`src/rtl/seq_div_pkg.sv`:
```
// Shared types and sizing helpers for the sequential restoring divider.
package seq_div_pkg;

  localparam int DEFAULT_WIDTH = 4;

  typedef enum logic [1:0] {
    IDLE = 2'd0,
    ITER = 2'd1,
    DONE = 2'd2
  } state_e;

  // Iteration counter width; kept at least 1 bit so the counter always exists.
  function automatic int cnt_w(input int width);
    return (width > 1) ? $clog2(width) : 1;
  endfunction

endpackage

```
`src/rtl/seq_div_ctrl_div_step.sv`:
```
// One restoring-division step: shift in a dividend bit, trial-subtract, restore on borrow.
module div_step #(
  parameter int WIDTH = seq_div_pkg::DEFAULT_WIDTH
) (
  input  logic [WIDTH-1:0] rem_i,
  input  logic             bit_i,
  input  logic [WIDTH-1:0] divisor_i,
  output logic [WIDTH-1:0] rem_o,
  output logic             qbit_o
);

  logic [WIDTH:0]   shifted;
  logic [WIDTH+1:0] sum;
  logic             unused_diff_msb;

  assign shifted = {rem_i, bit_i};
  // Carry out of (P' + ~D + 1) is the inverse of the borrow.
  assign sum     = {1'b0, shifted} + {1'b0, ~{1'b0, divisor_i}} + (WIDTH+2)'(1);
  assign qbit_o  = sum[WIDTH+1];
  // A non-negative difference is below the divisor, so its top bit is always zero.
  assign rem_o   = qbit_o ? sum[WIDTH-1:0] : shifted[WIDTH-1:0];
  assign unused_diff_msb = sum[WIDTH];

endmodule

```
`src/rtl/seq_div_ctrl.sv`:
```
// Multi-cycle unsigned restoring divider controller with start/done handshake.
// Optional abort input enabled by defining SEQ_DIV_ABORT_EN.
module seq_div_ctrl
  import seq_div_pkg::*;
#(
  parameter int WIDTH = DEFAULT_WIDTH
) (
  input  logic             clk,
  input  logic             rst_n,
`ifdef SEQ_DIV_ABORT_EN
  input  logic             abort,
`endif
  input  logic             start,
  input  logic [WIDTH-1:0] dividend,
  input  logic [WIDTH-1:0] divisor,
  output logic             busy,
  output logic             done,
  output logic [WIDTH-1:0] quotient,
  output logic [WIDTH-1:0] remainder,
  output logic             div_by_zero
);

  localparam int CW = cnt_w(WIDTH);

  state_e           state_q, state_d;
  logic [CW-1:0]    count_q, count_d;
  logic [WIDTH-1:0] p_q, p_d;
  logic [WIDTH-1:0] sh_q, sh_d;
  logic [WIDTH-1:0] div_q, div_d;
  logic [WIDTH-1:0] quot_q, quot_d;
  logic [WIDTH-1:0] rem_q, rem_d;
  logic             dbz_q, dbz_d;
  logic             busy_q, done_q;
  logic [WIDTH-1:0] step_rem;
  logic             step_qbit;
  logic             abort_w;

`ifdef SEQ_DIV_ABORT_EN
  assign abort_w = abort;
`else
  assign abort_w = 1'b0;
`endif

  div_step #(.WIDTH(WIDTH)) u_step (
    .rem_i     (p_q),
    .bit_i     (sh_q[WIDTH-1]),
    .divisor_i (div_q),
    .rem_o     (step_rem),
    .qbit_o    (step_qbit)
  );

  always_comb begin
    // NOTE: every variable gets a default first so no path leaves it unassigned (no latches).
    state_d = state_q;
    count_d = count_q;
    p_d     = p_q;
    sh_d    = sh_q;
    div_d   = div_q;
    quot_d  = quot_q;
    rem_d   = rem_q;
    dbz_d   = dbz_q;
    unique case (state_q)
      IDLE: begin
        // A start coinciding with the done pulse is dropped.
        if (start && !done_q) begin
          if (divisor == '0) begin
            state_d = DONE;
            quot_d  = '1;
            rem_d   = dividend;
            dbz_d   = 1'b1;
          end else begin
            state_d = ITER;
            div_d   = divisor;
            p_d     = '0;
            sh_d    = dividend;
            count_d = '0;
          end
        end
      end
      ITER: begin
        if (abort_w) begin
          state_d = IDLE;
        end else begin
          p_d     = step_rem;
          sh_d    = {sh_q[WIDTH-2:0], step_qbit};
          count_d = count_q + 1'b1;
          if (count_q == CW'(WIDTH-1)) begin
            state_d = DONE;
            quot_d  = {sh_q[WIDTH-2:0], step_qbit};
            rem_d   = step_rem;
            dbz_d   = 1'b0;
          end
        end
      end
      DONE:    state_d = IDLE;
      default: state_d = IDLE;
    endcase
  end

  // NOTE: sequential state uses non-blocking assignments so all registers update together.
  always_ff @(posedge clk) begin
    if (!rst_n) begin
      state_q <= IDLE;
      count_q <= '0;
      p_q     <= '0;
      sh_q    <= '0;
      div_q   <= '0;
      quot_q  <= '0;
      rem_q   <= '0;
      dbz_q   <= 1'b0;
      busy_q  <= 1'b0;
      done_q  <= 1'b0;
    end else begin
      state_q <= state_d;
      count_q <= count_d;
      p_q     <= p_d;
      sh_q    <= sh_d;
      div_q   <= div_d;
      quot_q  <= quot_d;
      rem_q   <= rem_d;
      dbz_q   <= dbz_d;
      busy_q  <= (state_d == ITER);
      // done is registered from DONE, so it trails the result load by one edge.
      done_q  <= (state_q == DONE);
    end
  end

  assign busy        = busy_q;
  assign done        = done_q;
  assign quotient    = quot_q;
  assign remainder   = rem_q;
  assign div_by_zero = dbz_q;

endmodule

```
`config.mk`:
```
export PLATFORM = sky130hd
export DESIGN_NAME = seq_div_ctrl
export DESIGN_NICKNAME = d
export VERILOG_FILES = /design/src/rtl/seq_div_pkg.sv /design/src/rtl/seq_div_ctrl_div_step.sv /design/src/rtl/seq_div_ctrl.sv
export SDC_FILE = /design/constraint.sdc
export NUM_CORES = 1
export LEC_CHECK = 0
export BUFFER_PORTS_ARGS = -buffer_cell sky130_fd_sc_hd__buf_2
export CORE_MARGIN = 1.5
export CORE_UTILIZATION = 58
export CTS_BUF_LIST = sky130_fd_sc_hd__clkbuf_16
export CTS_CLUSTER_SIZE = 14
export DETAILED_ROUTE_END_ITERATION = 16
export PLACE_DENSITY = 0.9
export REMOVE_ABC_BUFFERS = 1
export SYNTH_ARGS = -nofsm -noshare
export SYNTH_HDL_FRONTEND = slang
export SYNTH_SLANG_ARGS = --single-unit
export TNS_END_PERCENT = 20
```
`constraint.sdc`:
```
create_clock -name clk -period 4.1 [get_ports clk]
set_clock_uncertainty 0.1 [all_clocks]
set_input_delay 0.82 -clock clk [delete_from_list [all_inputs] [get_ports clk]]
set_output_delay 0.82 -clock clk [all_outputs]
set_load 0.01 [all_outputs]
```
==> impl_metrics.py <==
metrics = {
    "clock_network": {
        "cts_buffer_depth": 2,
        "htreeDepth": 1,
        "clockRootBuffer": "clkbuf_16",
        "hold_buffers": 0,
        "cts_resized": 0,
        "cts_buffers": 3,
        "clkSinkCount": 27,
        "cts_tree": "done",
        "cts_setup_buffers": 0,
        "clk_pin_slew_ns": 0.06,
        "clk_latency_ns": 0.26,
    },
    "cells_and_area": {
        "fin_area_um2": 1450,
        "n_fill_cell": 147,
        "drive_gt1_share_pct": 24.3,
        "fin_nets": 166,
        "mostFrequentLayoutCell": "dfxtp_1",
        "register_area_um2": 541,
        "layout_common_cells": "dfxtp_1 (27), buf_2 (21), nand2_1 (14)",
        "synthToLayoutAreaGrowth_pct": 14.6,
        "multiInputGateArea_um2": 661,
        "diodes": 0,
        "fin_cells": 175,
    },
    "synth": {
        "avgSynthCellArea_um2": 9.78,
        "ys_types": 39,
        "ys_seq_elements": 27,
        "synthesis.area_um2": 1260,
        "ys.flop_type": "dfxtp_1",
        "ys_warn_count": 0,
        "synthCells": 129,
        "synth_edf_count": 0,
        "seq_area_frac_synth_pct": 42.9,
        "async_flop_share_pct": 0,
    },
    "timing": {
        "maxSlewViolCount": 0,
        "fin_crit_ns": 2.15,
        "setup_violations": 0,
        "slew_headroom_pct": 51.3,
        "hold_viol": 0,
        "tightestPinTransition_ns": 0.730,
        "timing.fmax_mhz": 465,
        "post-route-period-util_pct": 52.4,
        "finalHoldWorstSlack_ns": 0.393,
        "finalSetupTns_ns": 0,
        "grt_setup_unrepaired": "no",
    },
    "global_routing": {
        "grt_pass1_wl_um": 4270,
        "grt_max_degree": 28,
        "antenna_found_initial": 0,
        "grt_pass1_vias": 950,
        "track_usage_pct": 22.4,
        "gr-total-overflow": 0,
    },
    "detailed_routing": {
        "drt_iter0_drc": 24,
        "route.detailed.drc": 0,
        "wirelength_um": 2510,
        "wire_per_inst_um": 14.3,
        "post_drt_via_cell_ratio": 5.76,
        "via_count": 1008,
        "ant_nets": 0,
        "drt_pass1_iterations": 4,
    },
    "worst_setup_path": {
        "worst_ep_required_time_ns": 4.19,
        "cp.buffers_inverters": 1,
        "crit_chain": "buf_2 -> nor4_2 -> or3b_4 -> a21oi_4 -> o21ai_1 -> a31oi_1",
        "r2r-start": "div_q[1]$_SDFFE_PN0P_",
        "r2r_setup_slack_ns": 2.06,
        "critPathMaxStageDelay_ns": 0.42,
        "worstSetupStartpointType": "primary input",
        "slowest_stage": "or3b_4",
        "arrival_ns": 2.24,
        "rr_worst_depth": 7,
        "reg2reg_to": "p_q[3]$_SDFFE_PN0P_",
        "crit_type": "in -> reg",
        "cp-end-kind": "flop",
        "critPathTopFamily": "simple AND/OR/NAND/NOR gates",
        "path_max_fanout": 14,
    },
    "power_and_ir_drop": {
        "p_leak_nw": 0.615,
        "ir_drop_uv": 321,
        "cellPowerDensity_nw_per_um2": 424,
    },
    "hold_path": {
        "holdPathEnd": "p_q[3]$_SDFFE_PN0P_",
        "min_path_type": "reg -> reg",
        "min_path_cells": 2,
        "hp-start": "p_q[3]$_SDFFE_PN0P_",
    },
    "die": {
        "die_area_um2": 2460,
        "ios": 22,
        "fp.dieH_um": 49.6,
        "fp-row-count": 16,
        "initial_utilization_pct": 63.0,
        "core-area_um2": 2000,
        "die-width_um": 49.6,
    },
    "place": {
        "dp_hpwl_um": 1770,
        "dpl_cell_area_um2": 1360,
        "port_buffers": 21,
        "gp_congestion": 0.798,
        "placed_cells": 171,
    },
    "outcome": {
        "status": "complete, no violations",
    },
    "run": {
        "cap_violations": 0,
    },
}
[logic make-up after synthesis]
family / share of synthesized area [%]
buffers and inverters: 4.76
xor gates and xnor gates: 0.695
muxes: 3.97
AOI/OAI and AO/OA: 22.7
and+or+nand+nor: 18.5
DFF: 42.9
adders and majority gates: 6.55
[worst register-to-register path, stage by stage (launching register included)]
cell	delay, ns
dfxtp_1	0.33
inv_1	0.07
ha_1	0.26
nor2b_1	0.15
o21ai_0	0.12
or4b_2	0.59
o2111ai_1	0.16
a21boi_0	0.13
[area by class of cell]
type,count,share of cell area (%)
inverters,6,1.56
clock inverters,1,0.519
clock buffers,3,5.19
flip-flops and latches,27,37.4
repair buffers,21,7.27
well taps,27,2.34
multi-input cells,90,45.7
[through the flow]
stage                     utilization, %  power (mW)  setup slack, ns
final                               72.2       0.612             1.95
after detailed placement            68.1       0.393             1.67
after floorplan                        -       0.362             1.94
after CTS                           72.2       0.614             1.94
after global placement              68.1       0.388             1.73
after global routing                72.2       0.639             1.79
[worst max path at each step]
stage | startpoint | end | cells after the start
floorplan | divisor[0] | quotient[0]$_SDFFE_PN0P_ | 4
global placement | divisor[0] | remainder[2]$_SDFFE_PN0P_ | 6
detailed placement | divisor[0] | remainder[1]$_SDFFE_PN0P_ | 6
CTS | divisor[0] | remainder[1]$_SDFFE_PN0P_ | 6
global route | divisor[0] | remainder[1]$_SDFFE_PN0P_ | 6
finish | divisor[0] | remainder[1]$_SDFFE_PN0P_ | 6
[power breakdown]
group          leakage [nW]  switching, mW  internal, mW  total [mW]
Sequential            0.220         0.0119         0.277       0.289
Clock                0.0371         0.0891         0.133       0.222
Combinational         0.358         0.0592        0.0426       0.102
Total                 0.615          0.160         0.452       0.612
[sequential cells by signal, indices dropped and copies added (netlist names)]
| name | flops |
|---|---|
| busy | 1 |
| sh_q | 4 |
| div_q | 4 |
| count_q | 2 |
| done | 1 |
| quotient | 4 |
| remainder | 4 |
| state_q | 2 |
| p_q | 4 |
| div_by_zero | 1 |
[synthesized netlist by cell type, types with 3 or more instances]
cell type,n,share of area (%)
a31oi_1,5,2.5
ha_1,5,5.0
clkbuf_1,4,1.2
o221a_2,4,3.6
nor2b_1,9,4.5
o21ai_1,3,1.2
mux2i_1,5,4.0
nand2_1,14,4.2
inv_1,6,1.8
a21boi_0,6,3.6
a22oi_1,3,1.8
o21ai_0,3,1.2
dfxtp_1,27,43
[metal layers]
layer	part of all wire (%)	global-route usage [%]
met5	0	0
met4	1.5	10.6
met3	4.6	3.64
met2	47	39.1
met1	47	26.5
Note: power is estimated with default switching activity, not from simulation.
